==> config.mk <==
export PLATFORM = sky130hd
export DESIGN_NAME = chopper_command_executor
export DESIGN_NICKNAME = d
export VERILOG_FILES = /design/src/rtl/chopper_pkg.sv /design/src/rtl/chopper_command_executor_byteenable_gen.sv /design/src/rtl/chopper_command_executor.sv
export SDC_FILE = /design/constraint.sdc
export NUM_CORES = 1
export LEC_CHECK = 0
export BUFFER_PORTS_ARGS = -buffer_cell sky130_fd_sc_hd__buf_4
export CAP_MARGIN = 40
export CORE_MARGIN = 10
export CORE_UTILIZATION = 40
export DETAILED_ROUTE_END_ITERATION = 6
export PLACE_DENSITY = 0.67
export SLEW_MARGIN = 20
export SYNTH_ARGS = -nofsm -noshare
export SYNTH_HDL_FRONTEND = slang
export SYNTH_SLANG_ARGS = --single-unit
==> constraint.sdc <==
create_clock -name clk -period 4.35 [get_ports clk]
set_clock_uncertainty 0.05 [all_clocks]
set_input_delay 0.87 -clock clk [delete_from_list [all_inputs] [get_ports clk]]
set_output_delay 0.87 -clock clk [all_outputs]
set_load 0.03 [all_outputs]
==> src/rtl/chopper_pkg.sv <==
// Shared types and widths for the chopper command executor.
package chopper_pkg;

  // Executor FSM encoding.
  typedef enum logic {
    ST_IDLE  = 1'b0,
    ST_WRITE = 1'b1
  } state_e;

  // Command field widths as delivered by the chopper command FIFO.
  localparam int ADDR_W = 64;
  localparam int LEN_W  = 24;

endpackage

==> src/rtl/chopper_command_executor_byteenable_gen.sv <==
// Lane-enable generator: lane i is enabled while more than i bytes remain,
// which yields all ones for a full word and the low lanes for a tail word.
module byteenable_gen
  import chopper_pkg::*;
#(
  parameter int BYTES = 4
) (
  input  logic [LEN_W-1:0] rem_i,
  output logic [BYTES-1:0] be_o
);

  for (genvar i = 0; i < BYTES; i++) begin : g_lane
    assign be_o[i] = (rem_i > LEN_W'(i));
  end

endmodule

==> src/rtl/chopper_command_executor.sv <==
// Executes chopper block commands as single-word Avalon-MM writes fed from a
// show-ahead source FIFO, pulsing done when the last command completes.
module chopper_command_executor
  import chopper_pkg::*;
#(
  parameter int DATA_WIDTH = 32
) (
  input  logic                    clk,
  input  logic                    reset,
  input  logic                    enable,
  input  logic                    fifo_empty,
  input  logic [ADDR_W-1:0]       fifo_command_address,
  input  logic [LEN_W-1:0]        fifo_command_length,
  input  logic                    fifo_last_command,
  output logic                    fifo_read,
  input  logic                    src_empty,
  input  logic [DATA_WIDTH-1:0]   src_data,
  output logic                    src_read,
  output logic [ADDR_W-1:0]       master_address,
  output logic                    master_write,
  output logic [DATA_WIDTH-1:0]   master_writedata,
  output logic [DATA_WIDTH/8-1:0] master_byteenable,
  input  logic                    master_waitrequest,
  output logic                    busy,
  output logic                    done
);

  localparam int               BYTES   = DATA_WIDTH / 8;
  localparam logic [LEN_W-1:0] BYTES_L = LEN_W'(BYTES);

  state_e            state_q, state_d;
  logic [ADDR_W-1:0] addr_q, addr_d;
  logic [LEN_W-1:0]  rem_q, rem_d;
  logic              last_q, last_d;
  logic              pend_q, pend_d;   // word was stalled last cycle: must stay asserted
  logic              done_q, done_d;
  logic              acc, final_w;
  logic [BYTES-1:0]  be_raw;

  assign acc     = master_write & ~master_waitrequest;
  assign final_w = (rem_q <= BYTES_L);

  byteenable_gen #(.BYTES(BYTES)) u_be (
    .rem_i (rem_q),
    .be_o  (be_raw)
  );

  // State register.
  always_ff @(posedge clk or posedge reset) begin
    if (reset) state_q <= ST_IDLE;
    else       state_q <= state_d;
  end

  // Next state: zero-length commands never leave IDLE; WRITE ends on the final
  // accept, or on enable low once no word is outstanding.
  always_comb begin
    state_d = state_q;
    case (state_q)
      ST_IDLE:  if (fifo_read && fifo_command_length != '0) state_d = ST_WRITE;
      ST_WRITE: if ((acc && (final_w || !enable)) || (!master_write && !enable))
                  state_d = ST_IDLE;
      default:  state_d = ST_IDLE;
    endcase
  end

  // Outputs: a new word is only offered while enabled; a stalled word is held.
  always_comb begin
    fifo_read         = 1'b0;
    master_write      = 1'b0;
    master_address    = '0;
    master_byteenable = '0;
    busy              = 1'b0;
    case (state_q)
      ST_IDLE:  fifo_read = enable & ~fifo_empty & ~reset;
      ST_WRITE: begin
        busy              = 1'b1;
        master_write      = ~src_empty & (enable | pend_q);
        master_address    = addr_q;
        master_byteenable = be_raw;
      end
      default: ;
    endcase
  end

  assign src_read         = acc;
  assign master_writedata = src_data;
  assign done             = done_q;

  // Datapath next state: load on pop, advance on accept.
  always_comb begin
    addr_d = addr_q;
    rem_d  = rem_q;
    last_d = last_q;
    done_d = 1'b0;
    pend_d = master_write & master_waitrequest;
    if (fifo_read) begin
      addr_d = fifo_command_address;
      rem_d  = fifo_command_length;
      last_d = fifo_last_command;
      done_d = (fifo_command_length == '0) & fifo_last_command;
    end else if (acc) begin
      addr_d = addr_q + ADDR_W'(BYTES);
      rem_d  = final_w ? '0 : rem_q - BYTES_L;
      done_d = final_w & last_q;
    end
  end

  // Datapath registers.
  always_ff @(posedge clk or posedge reset) begin
    if (reset) begin
      addr_q <= '0;
      rem_q  <= '0;
      last_q <= 1'b0;
      pend_q <= 1'b0;
      done_q <= 1'b0;
    end else begin
      addr_q <= addr_d;
      rem_q  <= rem_d;
      last_q <= last_d;
      pend_q <= pend_d;
      done_q <= done_d;
    end
  end

endmodule

==> results.md, run 1 <==
- Buffer and inverter count on the worst path: 1
- FF-to-FF End: addr_q[52]$_DFFE_PP0P_
- DRC viols: 0
- FILL cells: 1468
- Max-slew violations: 0
- Synth cell types: 57
- CTS tree: yes
- MaxCap Viol Count: 0
- ANT nets after route: 0
- Initial antenna violation count: 1
- GPL Wtd Cong: 0.8845
- Drt total wl: 18580 um
- Maximum vdd ir drop: 0.0001848 V
- FF-to-FF path depth: 7
- CP startpoint kind: flip-flop
- DR vias: 5528
- Cell area after technology mapping: 6023 um2
- Synth Flop Type: dfrtp_1
- H-tree depth: 3
- Share of layout cells above drive strength 1: 25.15%
- Status: finished, final reports clean
- Post-synthesis register bit count: 92
- PortBufs: 167
- FF-to-FF Start: state_q$_DFF_PP0_
- Register area share after synthesis: 38.22%
- WL/cell: 17.88 um
- Arr. time, crit path: 2620 ps
- Full die area: 20370 um2
- First-pass GRT wire length: 29500 um
- Nets: 980
- Largest net degree at the start of global routing: 112
- Syn nets: 856
- Max Used Layer: met5
- Mapped Cells: 726
- Count of final setup violators: 0
- CP Cell Sequence: nor3_1, nand4_1, or4b_1, nor2_1, a31oi_1, buf_4
- FMAX: 282.6 MHz
- RSZ-0062 raised after global routing: false
- Area used by multi-input combinational logic: 3293 um2
- Post-synth ARST share: 100.0%
- Slew HR: 55.77%
- Metal2 WL: 8470 um
- I/O pin count: 232
- Congestion Overflow GR: 0
- Placed cell count: 1023
- # rows: 44
- Area growth syn-to-layout: 24.64%
- Cts repair resizes: 0
- Initial core utilization: 41.13%
- CP Max Fanout: 7
- Vias in the first global route: 5480
- DR pass1 iterations: 5
- Post-layout min period: 3539 ps
- Starting DRT DRC Count: 347
- Root Driver: clkbuf_16
- Met1 wire length: 8453 um
- Slowest CP cell: or4b_1
- Static Leak: 3.165 nW
- CP top delay family: simple AND/OR/NAND/NOR gates
- Hold WC Path Type: primary input to asynchronous set/reset pin
- Period utilisation layout: 81.36%
- WL met3: 1386 um
- Worst-path clk slew: 60 ps
- Maximum clock insertion buffer count: 2
- Power density cells: 370.4 nW/um2
- Setup CP Type: flip-flop to primary output
- Post-CTS setup buffers: 0
- Total track usage: 18.05%
- Flop-to-flop setup slack: 1630 ps
- CP required: 3430 ps
- Chip Height: 142.7 um
- Die W: 142.7 um
- CTS Hold Bufs: 0
- N_diodes: 0
- Fin util: 51.26%
- Mean post-synth cell area: 8.297 um2
- Clock Sinks: 92
- Crit path largest cell delay: 580 ps
- Core ar.: 14640 um2
- FF+latch area: 2303 um2
- Final Hold Viols: 0
- CTS buffer count: 9
- Setup_tns: 0 ps
- Least-Margin Pin Slew: 657.4 ps
- Vias per cell: 5.321
- Post-DP HPWL: 14010 um
- Clk Latency, worst-skew pair: 350 ps
- Post-synth EDFFs: 0
- Yosys warns: 0
- Crit end category: primary output
- Power, Total: 2.781 mW
- Non-Filler Instances: 1039
## Yosys cell counts, types with 2 or more instances
library cell | instances | area, um2
a31oi_1 | 4 | 25.02
nor4_1 | 9 | 56.30
nor4_2 | 7 | 87.58
xor2_1 | 32 | 280.3
nor4b_2 | 2 | 30.03
and2_1 | 59 | 369.1
inv_1 | 13 | 48.80
and3_1 | 12 | 75.07
nand2b_1 | 3 | 18.77
a21oi_1 | 9 | 45.04
and4_1 | 7 | 61.31
o211ai_1 | 3 | 22.52
buf_1 | 5 | 18.77
or2_2 | 2 | 12.51
or4_1 | 4 | 30.03
nor2_1 | 49 | 183.9
o21ai_0 | 35 | 175.2
o21ai_1 | 36 | 180.2
nand3_1 | 35 | 175.2
dfrtp_1 | 92 | 2302
nand4_1 | 23 | 143.9
buf_2 | 5 | 25.02
xnor2_1 | 39 | 341.6
nor4_4 | 2 | 42.54
nand2_1 | 120 | 450.4
or4b_1 | 2 | 20.02
a211oi_1 | 7 | 52.55
nor3_1 | 27 | 135.1
clkinv_1 | 2 | 7.510
clkbuf_1 | 18 | 67.56
buf_4 | 34 | 255.2
ha_1 | 3 | 37.54
and3b_1 | 2 | 17.52
## placed cells by master (no fill, tap or decap), drive strengths merged, types with 4 or more instances in the layout
| cell | synthesis | layout |
|---|---|---|
| a211oi | 8 | 8 |
| a21oi | 9 | 9 |
| a31oi | 5 | 5 |
| and2 | 59 | 59 |
| and3 | 12 | 12 |
| and4 | 7 | 7 |
| buf | 44 | 175 |
| clkbuf | 18 | 12 |
| clkinv | 3 | 5 |
| dfrtp | 92 | 92 |
| inv | 13 | 14 |
| nand2 | 120 | 120 |
| nand3 | 36 | 36 |
| nand4 | 24 | 24 |
| nor2 | 49 | 49 |
| nor3 | 29 | 29 |
| nor4 | 18 | 18 |
| o21ai | 71 | 71 |
| or4 | 4 | 4 |
| xnor2 | 39 | 39 |
| xor2 | 32 | 32 |
## metrics by stage
step	setup WS [ps]	instance area (um2)	hold WS, ps
floorplan	1038	6023	388.0
global placement	1035	7218	409.6
detailed placement	1020	7218	423.1
CTS	855.6	7507	324.8
global route	700.5	7507	331.3
finish	810.9	7507	331.4
## worst max path at each step
| stage | from | to | cells past startpoint |
|---|---|---|---|
| after floorplan | reset | addr_q[0]$_DFFE_PP0P_ | 1 |
| after global placement | enable | src_read | 5 |
| after detailed placement | enable | src_read | 5 |
| after CTS | rem_q[5]$_DFFE_PP0P_ | master_byteenable[1] | 6 |
| after global routing | rem_q[5]$_DFFE_PP0P_ | master_byteenable[0] | 6 |
| final | rem_q[5]$_DFFE_PP0P_ | master_byteenable[1] | 6 |
## cell families (layout without fill, tap and decap cells)
group	count (synthesis)	in the layout	synth area share, %
compound gates	106	106	10.26
xor+xnor	71	71	10.32
fa+ha+maj	3	3	0.6232
buf+inv	78	207	7.104
flops	92	92	38.22
mux	1	1	0.1869
simple gates	375	375	33.28
## power by group
part	internal [mW]	switching, mW	leakage (nW)
registers	1.04	0.235	1.13
clock network	0.432	0.349	0.144
logic	0.332	0.397	1.89
## flip-flops by register name, indices dropped and copies added, names as in the netlist
signal   flops
done         1
state_q      1
addr_q      64
rem_q       24
last_q       1
pend_q       1
## layer usage
| layer | up-vias | global-route usage [%] |
|---|---|---|
| met4 | 2 | 5.592 |
| met3 | 19 | 5.340 |
| li1 | 2725 | - |
| met1 | 2624 | 23.83 |
| met5 | - | 0 |
| met2 | 158 | 27.85 |
## area by class of cell
class | count | share of cell area (%)
Multi-Input combinational cell | 556 | 43.87
Tap cell | 184 | 3.067
Timing Repair Buffer | 175 | 17.67
Clock buffer | 12 | 3.550
Clock inverter | 4 | 0.3000
Sequential cell | 92 | 30.68
Inverter | 16 | 0.8667
Note: power is estimated with default switching activity, not from simulation.
==> run 2: changes to the inputs <==
==> constraint.sdc (replaced) <==
create_clock -name clk -period 3.3 [get_ports clk]
set_clock_uncertainty 0.05 [all_clocks]
set_input_delay 0.66 -clock clk [delete_from_list [all_inputs] [get_ports clk]]
set_output_delay 0.66 -clock clk [all_outputs]
set_load 0.03 [all_outputs]
==> results.md, run 2 (synthesis results as in run 1) <==
- CP required: 2590 ps
- Vias in the first global route: 5571
- Count of final setup violators: 0
- Period utilisation layout: 95.83%
- Congestion Overflow GR: 0
- Commonest cells after routing, fill and taps aside: 175 x buf_4, 120 x nand2_1, 91 x dfrtp_1, 59 x and2_1, 48 x nor2_1
- Starting DRT DRC Count: 306
- I/O pin count: 232
- Setup CP Type: flip-flop to primary output
- Root Driver: clkbuf_16
- MaxCap Viol Count: 0
- Largest net degree at the start of global routing: 119
- Final Hold Viols: 0
- Crit path largest cell delay: 590 ps
- Static Leak: 3.183 nW
- Post-DP HPWL: 13680 um
- DR vias: 5459
- Power, Total: 3.695 mW
- GPL Wtd Cong: 0.8291
- CTS buffer count: 9
- Post-CTS setup buffers: 0
- Core ar.: 14640 um2
- Vias per cell: 5.239
- Psw: 1.282 mW
- Crit path from: rem_q[12]$_DFFE_PP0P_
- Slew HR: 52.49%
- CTS Hold Bufs: 0
- Drt total wl: 18220 um
- Share of layout cells above drive strength 1: 25.32%
- Flop-to-flop setup slack: 810 ps
- Cts repair resizes: 0
- Clk Latency, worst-skew pair: 350 ps
- Clock Sinks: 92
- Top flop regs: addr_q (64), rem_q (24)
- Buffer and inverter count on the worst path: 1
- Commonest non-fill, non-tap cell in the layout: buf_4
- Area growth syn-to-layout: 25.36%
- Largest Register: addr_q
- WL/cell: 17.49 um
- CP Cell Sequence: nor4_4, nand4_1, or4b_1, nor2_2, a31oi_1, buf_4
- Hold WC Path Type: primary input to asynchronous set/reset pin
- Final worst slack: 137.6 ps
- Slowest CP cell: or4b_1
- Internal power: 2.413 mW
- DRC viols: 0
- Max-slew violations: 0
- Status: finished, final reports clean
- CP Max Fanout: 5
- WL met3: 1419 um
- Initial core utilization: 41.13%
- Max reg flops: 64
- Chip Height: 142.7 um
- Post-layout min period: 3162 ps
- Full die area: 20370 um2
- Nets: 982
- Initial antenna violation count: 0
- Switching Share: 34.70%
- Metal2 WL: 8331 um
- Arr. time, crit path: 2450 ps
- Crit end category: primary output
- Maximum vdd ir drop: 0.0002509 V
- CP startpoint kind: flip-flop
- Pre-CTS WS: 462.5 ps
- # rows: 44
- FF-to-FF Start: state_q$_DFF_PP0_
- Clock group share of total power: 28.8%
- ANT nets after route: 0
- CTS tree: yes
- PortBufs: 167
- First-pass GRT wire length: 29140 um
- Maximum clock insertion buffer count: 2
- Total track usage: 17.66%
- Sequential power share: 45.3%
- Die W: 142.7 um
- Met1 wire length: 8184 um
- H-tree depth: 3
- DR pass1 iterations: 4
- Worst-path clk slew: 60 ps
- Max Used Layer: met4
- FMAX: 316.2 MHz
- Logic pwr share: 25.9%
- Power density cells: 489.4 nW/um2
- Least-Margin Pin Slew: 712.6 ps
- CP top delay family: simple AND/OR/NAND/NOR gates
==> run 2: area by class of cell <==
class,count,area [um2]
clock buffers,12,246.5
inverters,16,65.06
fillers,1473,7093
well taps,184,230.2
multi-input cells,556,3301
clock inverters,4,48.80
repair buffers,177,1354
diodes,1,2.502
flip-flops and latches,92,2303
==> run 2: stage by stage <==
stage	instances	area (um2)	utilization (%)	hold slack (ps)	TNS, ps
3_5_place_dp	1025	7246	49.48	409.8	0
6_report	1042	7551	51.56	389.5	0
2_1_floorplan	726	6023	-	388.0	0
5_1_grt	1041	7548	51.55	443.8	-1.269
3_3_place_gp	1025	7246	49.48	403.2	0
4_1_cts	1041	7541	51.50	424.4	0
==> run 2: final timing paths <==
check	endpoint	cells past startpoint
max	master_byteenable[1]	6
min	rem_q[4]$_DFFE_PP0P_	2
max reg2reg	rem_q[23]$_DFFE_PP0P_	7
min reg2reg	addr_q[1]$_DFFE_PP0P_	2
max in group asynchronous	addr_q[30]$_DFFE_PP0P_	3
min in group clk	addr_q[1]$_DFFE_PP0P_	2
==> run 2: power groups by stage <==
stage,Sequential [mW],Combinational [mW],Clock (mW)
2_1_floorplan,1.61,0.728,0
3_3_place_gp,1.68,0.952,0
3_5_place_dp,1.69,0.962,0
4_1_cts,1.67,0.967,1.08
5_1_grt,1.72,1.06,1.13
6_report,1.68,0.956,1.06
==> run 2: metal layers <==
metal | global-route usage (%) | vias to the layer above
li1 | - | 2718
met1 | 23.04 | 2562
met2 | 27.81 | 161
met3 | 4.809 | 18
met4 | 5.646 | 0
met5 | 0 | -
==> run 3: changes to the inputs <==
--- a/config.mk
+++ b/config.mk
@@ -11,6 +11,7 @@
 export CORE_UTILIZATION = 40
 export DETAILED_ROUTE_END_ITERATION = 6
 export PLACE_DENSITY = 0.67
+export SETUP_SLACK_MARGIN = 0.3
 export SLEW_MARGIN = 20
 export SYNTH_ARGS = -nofsm -noshare
 export SYNTH_HDL_FRONTEND = slang
==> results.md, run 3 (synthesis results as in run 1) <==
- Status: finished, final reports clean
- GPL Wtd Cong: 0.8608
- DRC viols: 0
- Core ar.: 14640 um2
- Root Driver: clkbuf_16
- FILL cells: 1381
- Least-Margin Pin Slew: 591.8 ps
- Setup CP Type: flip-flop to primary output
- Starting DRT DRC Count: 299
- Power density cells: 488.2 nW/um2
- Final Hold Viols: 0
- Clock Sinks: 92
- H-tree depth: 3
- CP Max Fanout: 4
- Static Leak: 3.221 nW
- Top flop regs: addr_q (64), rem_q (24)
- WL/cell: 17.69 um
- Drt total wl: 18540 um
- FMAX: 343.3 MHz
- Nets: 989
- Total track usage: 17.84%
- Post-DP HPWL: 13960 um
- Hold WC Path Type: primary input to asynchronous set/reset pin
- Initial core utilization: 41.13%
- PortBufs: 167
- Largest net degree at the start of global routing: 76
- Maximum vdd ir drop: 0.0002522 V
- Crit end category: primary output
- Count of final setup violators: 0
- DR vias: 5477
- Flop-to-flop setup slack: 700 ps
- Arr. time, crit path: 2200 ps
- Chip Height: 142.7 um
- Congestion Overflow GR: 0
- Full die area: 20370 um2
- N_diodes: 0
- Vias per cell: 5.226
- Commonest cells after routing, fill and taps aside: 181 x buf_4, 120 x nand2_1, 91 x dfrtp_1, 59 x and2_1, 48 x nor2_1
- Die W: 142.7 um
- CTS buffer count: 9
- Commonest non-fill, non-tap cell in the layout: buf_4
- Worst-path clk slew: 60 ps
- Max-slew violations: 0
- CP startpoint kind: flip-flop
- First-pass GRT wire length: 29050 um
- Maximum clock insertion buffer count: 2
- Clk Latency, worst-skew pair: 350 ps
- CTS tree: yes
- DR pass1 iterations: 4
- CP required: 2590 ps
- # rows: 44
- Area growth syn-to-layout: 27.00%
- Slew HR: 60.18%
- Largest Register: addr_q
- RSZ-0062 raised after global routing: false
- Period utilisation layout: 88.28%
- Setup_tns: 0 ps
- Worst Hold Slack: 152.3 ps
- I/O pin count: 232
- Vias in the first global route: 5510
- Power, Total: 3.735 mW
- MaxCap Viol Count: 0
- Share of layout cells above drive strength 1: 26.62%
- CTS Hold Bufs: 0
- Initial antenna violation count: 0
- Max reg flops: 64
- Post-layout min period: 2913 ps
- ANT nets after route: 0
run 3: layer usage:
metal	up-vias	GRT usage [%]	routed length, um
met1	2558	22.68	8329
met5	-	0	0
met2	163	28.44	8602
li1	2740	-	-
met3	16	4.909	1377
met4	0	6.460	230
run 3: path summary, 6_finish.rpt:
path | startpoint | endpoint | cells after the start
setup reg to reg | addr_q[4]$_DFFE_PP0P_ | addr_q[54]$_DFFE_PP0P_ | 6
min in group clk | addr_q[1]$_DFFE_PP0P_ | addr_q[1]$_DFFE_PP0P_ | 2
max in group asynchronous | reset | rem_q[15]$_DFFE_PP0P_ | 4
setup / recovery | rem_q[12]$_DFFE_PP0P_ | master_byteenable[0] | 6
hold / removal | reset | pend_q$_DFF_PP0_ | 2
hold reg to reg | addr_q[1]$_DFFE_PP0P_ | addr_q[1]$_DFFE_PP0P_ | 2
run 3: repair_timing:
item / 4_1_cts / 5_1_grt
resized for setup: 5 / 3
setup endpoints to repair: 4 / 4
buffers inserted: 2 / 1
cloned: 0 / 0
pin swaps: 2 / 1
run 3: final cells by class:
| class | count | area (um2) | share of cell area, % |
|---|---|---|---|
| Tap cell | 184 | 230.2 | 3.009 |
| Multi-Input combinational cell | 556 | 3327 | 43.49 |
| Sequential cell | 92 | 2303 | 30.11 |
| Inverter | 16 | 67.56 | 0.8832 |
| Clock buffer | 10 | 239.0 | 3.124 |
| Timing Repair Buffer | 184 | 1419 | 18.55 |
| Clock inverter | 6 | 63.81 | 0.8342 |
run 3: critical path, stage by stage (launching register included):
cell and delay [ps]:
dfrtp_1 420, nor4_4 320, nand4_1 150, or4b_4 540
nor2_4 140, a31oi_1 100, buf_4 180
run 3: per-stage QoR:
| stage | area [um2] | worst slack, ps | std cells | util [%] |
|---|---|---|---|---|
| after floorplan | 6027 | 507.2 | 726 | - |
| after global placement | 7269 | 471.8 | 1028 | 49.64 |
| after detailed placement | 7269 | 422.9 | 1028 | 49.64 |
| after CTS | 7605 | 343.0 | 1046 | 51.93 |
| after global routing | 7650 | 327.4 | 1048 | 52.24 |
| final | 7650 | 386.7 | 1048 | 52.24 |
run 3: power breakdown:
| group | leakage, nW | switching [mW] | internal, mW | total [mW] |
|---|---|---|---|---|
| registers | 1.13 | 0.320 | 1.37 | 1.69 |
| logic | 1.94 | 0.529 | 0.450 | 0.978 |
| clock network | 0.144 | 0.465 | 0.607 | 1.07 |
| total | 3.22 | 1.31 | 2.42 | 3.73 |
